### config.mk
export PLATFORM = sky130hd
export DESIGN_NAME = mb_reconstruct
export DESIGN_NICKNAME = d
export VERILOG_FILES = /design/src/rtl/mb_reconstruct.sv
export SDC_FILE = /design/constraint.sdc
export NUM_CORES = 2
export LEC_CHECK = 0
export ABC_AREA = 1
export BUFFER_PORTS_ARGS = -buffer_cell sky130_fd_sc_hd__buf_2
export CORE_AREA = 10 10 650 652
export CTS_BUF_LIST = sky130_fd_sc_hd__clkbuf_8 sky130_fd_sc_hd__clkbuf_16
export CTS_CLUSTER_DIAMETER = 40
export CTS_CLUSTER_SIZE = 25
export DETAILED_ROUTE_END_ITERATION = 16
export DIE_AREA = 0 0 660 662
export MAX_ROUTING_LAYER = met4
export PLACE_DENSITY = 0.44
export SETUP_SLACK_MARGIN = 0.05
export SLEW_MARGIN = 20
export SYNTH_ARGS = -nofsm -noshare
export SYNTH_HDL_FRONTEND = slang
export SYNTH_SLANG_ARGS = --single-unit
### constraint.sdc
create_clock -name clk -period 96.5 [get_ports clk]
set_input_delay 19.3 -clock clk [delete_from_list [all_inputs] [get_ports clk]]
set_output_delay 19.3 -clock clk [all_outputs]
set_load 0.005 [all_outputs]
### src/rtl/mb_reconstruct.sv
// Macroblock reconstruction: adds signed residuals to prediction samples one row per
// clock, clamps to 0..255, counts clipped samples and strobes the finished block out.
module mb_reconstruct #(
   parameter int MB_SIZE_L = 8,
   parameter int MB_SIZE_W = 8
) (
   input  logic        clk,
   input  logic        reset,
   input  logic        start,
   input  logic [31:0] mbnumber,
   input  logic [7:0]  pred    [MB_SIZE_L*MB_SIZE_W],
   input  logic [8:0]  resid   [MB_SIZE_L*MB_SIZE_W],
   output logic [7:0]  reconst [MB_SIZE_L*MB_SIZE_W],
   output logic [31:0] mbnumber_out,
   output logic        save_en,
   output logic        busy,
   output logic        done,
   output logic [6:0]  clip_count,
   output logic        overrun
);

   localparam int N  = MB_SIZE_L * MB_SIZE_W;
   localparam int RW = (MB_SIZE_L > 1) ? $clog2(MB_SIZE_L) : 1;
   localparam int IW = (N > 1) ? $clog2(N) : 1;
   localparam logic [RW-1:0] LAST_ROW = RW'(MB_SIZE_L - 1);
   localparam logic [7:0]    CLIP_MAX = 8'(N);

   typedef enum logic [1:0] {IDLE, CALC, SAVE, DONE} state_t;

   state_t      state_q, state_d;
   logic [RW-1:0] row_q, row_d;
   logic [6:0]  clip_count_q, clip_count_d;
   logic [31:0] mbnumber_out_q, mbnumber_out_d;
   logic        save_en_q, save_en_d;
   logic        done_q, done_d;
   logic        overrun_q, overrun_d;
   logic [7:0]  pred_q    [N];
   logic [7:0]  pred_d    [N];
   logic [8:0]  resid_q   [N];
   logic [8:0]  resid_d   [N];
   logic [7:0]  reconst_q [N];
   logic [7:0]  reconst_d [N];

   logic [IW-1:0]        row_base;
   logic [7:0]           lane_val [MB_SIZE_W];
   logic [MB_SIZE_W-1:0] lane_clip;
   logic [6:0]           row_clips;
   logic [7:0]           clip_sum;

   assign row_base = IW'(row_q) * IW'(MB_SIZE_W);

   // One lane per column; sum fits 10-bit signed, so bit 9 = negative, bit 8 = above 255.
   for (genvar gi = 0; gi < MB_SIZE_W; gi++) begin : g_lane
      logic [IW-1:0]      idx;
      logic signed [9:0]  sum;
      assign idx = row_base + IW'(gi);
      assign sum = $signed({2'b00, pred_q[idx]}) + $signed({resid_q[idx][8], resid_q[idx]});
      assign lane_val[gi]  = sum[9] ? 8'd0 : (sum[8] ? 8'hFF : sum[7:0]);
      assign lane_clip[gi] = sum[9] | sum[8];
   end

   always_comb begin
      row_clips = '0;
      for (int j = 0; j < MB_SIZE_W; j++) begin
         row_clips = row_clips + 7'(lane_clip[j]);
      end
      clip_sum = {1'b0, clip_count_q} + {1'b0, row_clips};
   end

   always_comb begin
      state_d        = state_q;
      row_d          = row_q;
      clip_count_d   = clip_count_q;
      mbnumber_out_d = mbnumber_out_q;
      pred_d         = pred_q;
      resid_d        = resid_q;
      reconst_d      = reconst_q;
      save_en_d      = (state_q == SAVE);
      done_d         = (state_q == DONE);
      overrun_d      = overrun_q | (start && (state_q != IDLE));
      case (state_q)
         IDLE: begin
            if (start) begin
               state_d        = CALC;
               row_d          = '0;
               clip_count_d   = '0;
               mbnumber_out_d = mbnumber;
               pred_d         = pred;
               resid_d        = resid;
            end
         end
         CALC: begin
            for (int j = 0; j < MB_SIZE_W; j++) begin
               reconst_d[row_base + IW'(j)] = lane_val[j];
            end
            clip_count_d = (clip_sum > CLIP_MAX) ? CLIP_MAX[6:0] : clip_sum[6:0];
            if (row_q == LAST_ROW) begin
               state_d = SAVE;
               row_d   = '0;
            end else begin
               row_d = row_q + 1'b1;
            end
         end
         SAVE:    state_d = DONE;
         DONE:    state_d = IDLE;
         default: state_d = IDLE;
      endcase
   end

   always_ff @(posedge clk or posedge reset) begin
      if (reset) begin
         state_q        <= IDLE;
         row_q          <= '0;
         clip_count_q   <= '0;
         mbnumber_out_q <= '0;
         save_en_q      <= 1'b0;
         done_q         <= 1'b0;
         overrun_q      <= 1'b0;
         for (int k = 0; k < N; k++) begin
            pred_q[k]    <= '0;
            resid_q[k]   <= '0;
            reconst_q[k] <= '0;
         end
      end else begin
         state_q        <= state_d;
         row_q          <= row_d;
         clip_count_q   <= clip_count_d;
         mbnumber_out_q <= mbnumber_out_d;
         save_en_q      <= save_en_d;
         done_q         <= done_d;
         overrun_q      <= overrun_d;
         pred_q         <= pred_d;
         resid_q        <= resid_d;
         reconst_q      <= reconst_d;
      end
   end

   assign reconst      = reconst_q;
   assign mbnumber_out = mbnumber_out_q;
   assign save_en      = save_en_q;
   assign done         = done_q;
   assign busy         = (state_q != IDLE);
   assign clip_count   = clip_count_q;
   assign overrun      = overrun_q;

endmodule

==> flow_metrics.env <==
export IMPL_outcome="finished, final reports clean"
export IMPL_cp_num_cells=9
export IMPL_finalCriticalPeriod_ps=24520
export IMPL_ir_drop_v=0.0000991
export IMPL_cp_endpoint="resid_q[352]"
export IMPL_htree_levels=5
export IMPL_slew_headroom=0.155
export IMPL_synth_warnings=0
export IMPL_final_cell_mix="nand2_1, buf_2, dfrtp_1"
export IMPL_fillers=45335
export IMPL_total_leakage_power_nw=53.5
export IMPL_synthCells=9333
export IMPL_ioPinCount=1678
export IMPL_pre_cts_slack_ps=70770
export IMPL_crit_fanout=145
export IMPL_ctsResizeCount=0
export IMPL_final_net_count=12139
export IMPL_path_cells="buf_2 -> inv_8 -> buf_4 -> buf_4 -> buf_12 -> buf_4 -> buf_4 -> buf_4 -> buf_4"
export IMPL_drt_iter0_markers=6522
export IMPL_die_y_um=662
export IMPL_fin_setup_tns_ps=0
export IMPL_crit_start="reset"
export IMPL_setup_slack_ps=71980
export IMPL_drv_slew=0
export IMPL_grt_pass1_wl_um=610000
export IMPL_fmax_ghz=0.0408
export IMPL_cts_buffers=331
export IMPL_port_buffers=1677
export IMPL_r2r_end="clip_count[5]"
export IMPL_swShare=0.528
export IMPL_synth_top_cell_area_share=0.553
export IMPL_core_rowCount=235
export IMPL_cts_tree="done"
export IMPL_synth_distinct_cells=34
export IMPL_period_share=0.254
export IMPL_cellPowerDensity_mw_per_mm2=49.5
export IMPL_pwr_share_clk=0.243
export IMPL_yosysSeqAreaShare=0.553
export IMPL_grt_max_degree=184
export IMPL_core_area_mm2=0.409
export IMPL_synth_nets=10545
export IMPL_timing_rr_start="row_q[0]"
export IMPL_via_per_inst=4.25
export IMPL_combPwrFrac=0.535
export IMPL_clkSinkCount=1647
export IMPL_final_cell_count_no_fill=16873
export IMPL_worst_ep_required_time_ps=97470
export IMPL_cp_arrival_ps=25500
export IMPL_cts_max_path_buffers=4
export IMPL_vias=71749
export IMPL_finalClockSkew_ps=59.9
export IMPL_clk_pin_slew_ps=50
export IMPL_slowest_stage="buf_4"
export IMPL_reg2reg_slack_ps=86980
export IMPL_root_buffer="clkbuf_16"
export IMPL_cp_end_kind="async pin"
export IMPL_drc=0
export IMPL_placedCellCount=16044
export IMPL_wl_um=457000
export IMPL_postCtsSetupBuffers=0
export IMPL_crit_type="input pin to async pin"
export IMPL_multi_input_area_mm2=0.0296
export IMPL_hold_path_class="flip-flop to flip-flop"
export IMPL_grt_use_total=0.206
export IMPL_p_seq_frac=0.222
export IMPL_grt_pass1_vias=70857
export IMPL_dp_hpwl_um=349000
export IMPL_first_pass_iters=6
export IMPL_register_area_mm2=0.0412
export IMPL_hold_viol=0
export IMPL_ant_nets=0
export IMPL_synth_area_leaders="dfrtp_1, nand2_1, o21ai_0"
export IMPL_insertion_delay_ps=930
export IMPL_drive_gt1_frac=0.225
export IMPL_yosysTopAreaCell="dfrtp_1"
export IMPL_yosys_register_bits=1647
export IMPL_maxCapViolations=0
export IMPL_crit_family="buffers and inverters"
export IMPL_rr_worst_depth=32
export IMPL_fp_dieW_um=660
export IMPL_setup_violations_final=0
export IMPL_dieArea_mm2=0.437
export IMPL_grt_antenna_before_repair=203
export IMPL_tightest_slew_ps=1250
export IMPL_syn_area_mm2=0.0746
export IMPL_path_buf_inv=9
export IMPL_crit_path_frequent_cell="buf_4"
export IMPL_power_w=0.00501
export IMPL_place_congestion=0.871
export IMPL_rsz0062_at_grt="false"
export IMPL_start_util=0.182
export IMPL_cts_hold_buf=0
export IMPL_final_common_cell="nand2_1"
export IMPL_wl_per_cell_um=27.1
export IMPL_cp_start_kind="input pin"
export IMPL_grt_overflow=0
export IMPL_switchingPower_w=0.00265
export IMPL_p_int_w=0.00237
export IMPL_area_delta_synth_final_pct=35.8
export IMPL_max_stage_delay_ps=760
export IMPL_synth_area_per_cell_um2=7.99
-- cells by family after synthesis --
| family | after synthesis | synth area share |
|---|---|---|
| and+or+nand+nor | 5461 | 0.290 |
| DFF | 1647 | 0.553 |
| AOI/OAI and AO/OA | 1112 | 0.0836 |
| buffers and inverters | 999 | 0.0546 |
| adders and majority gates | 89 | 0.0162 |
| xor gates and xnor gates | 25 | 0.00294 |
-- routing by layer --
layer,up-vias,GRT usage,wire (µm)
li1,33244,-,-
met1,35384,0.254,192000
met2,2476,0.332,218000
met3,645,0.0373,27400
met4,0,0.0832,19700
met5,-,-,0
-- worst min-delay path by stage --
stage | from | endpoint | slack, ps | cells past startpoint
6_report | overrun | overrun | 470 | 1
5_1_grt | pred_q[237] | pred_q[237] | 480 | 2
4_1_cts | resid_q[501] | resid_q[501] | 470 | 2
3_5_place_dp | mbnumber_out[16] | mbnumber_out[16] | 460 | 2
3_3_place_gp | overrun | overrun | 460 | 1
2_1_floorplan | resid_q[521] | resid_q[521] | 440 | 2
-- layout make-up --
cell class / instances / area share
Tap cell: 5451 / 0.0674
Inverter: 420 / 0.0160
Sequential cell: 1647 / 0.407
Timing Repair Buffer: 1840 / 0.0960
Multi-Input combinational cell: 6687 / 0.292
Antenna cell: 227 / 0.00561
Clock inverter: 217 / 0.0264
Clock buffer: 384 / 0.0896
-- power by group through the flow --
stage / registers, W / logic (W) / clock network (W)
after CTS: 0.00111 / 0.00281 / 0.00124
after detailed placement: 0.00112 / 0.00279 / 0
after global routing: 0.00114 / 0.00295 / 0.00127
after floorplan: 0.00109 / 0.00128 / 0
after global placement: 0.00112 / 0.00279 / 0
final: 0.00111 / 0.00268 / 0.00122
-- sequential cells by signal, indices dropped and copies added, names as in the netlist --
register,count
state_q,2
resid_q,576
done,1
save_en,1
reconst,512
pred_q,512
clip_count,7
row_q,3
overrun,1
mbnumber_out,32
-- synthesized netlist by cell type (all sizes together) --
cell	n
a21o	6
a21oi	218
and3	4
buf	178
clkbuf	401
clkinv	1
dfrtp	1647
fa	13
ha	76
inv	419
nand2	4185
nand3	583
nand3b	23
nand4	32
nor2	626
nor3	1
o2111ai	114
o211ai	89
o21ai	683
o21bai	2
or2	7
xnor2	17
xor2	8
-- metrics by stage --
step | area [µm²] | utilization | hold WS [ps]
floorplan | 74600 | - | 441
global placement | 88900 | 0.217 | 456
detailed placement | 88900 | 0.217 | 459
CTS | 101000 | 0.246 | 473
global route | 101000 | 0.247 | 483
finish | 101000 | 0.248 | 468
Power figures use the tool's default switching activity.
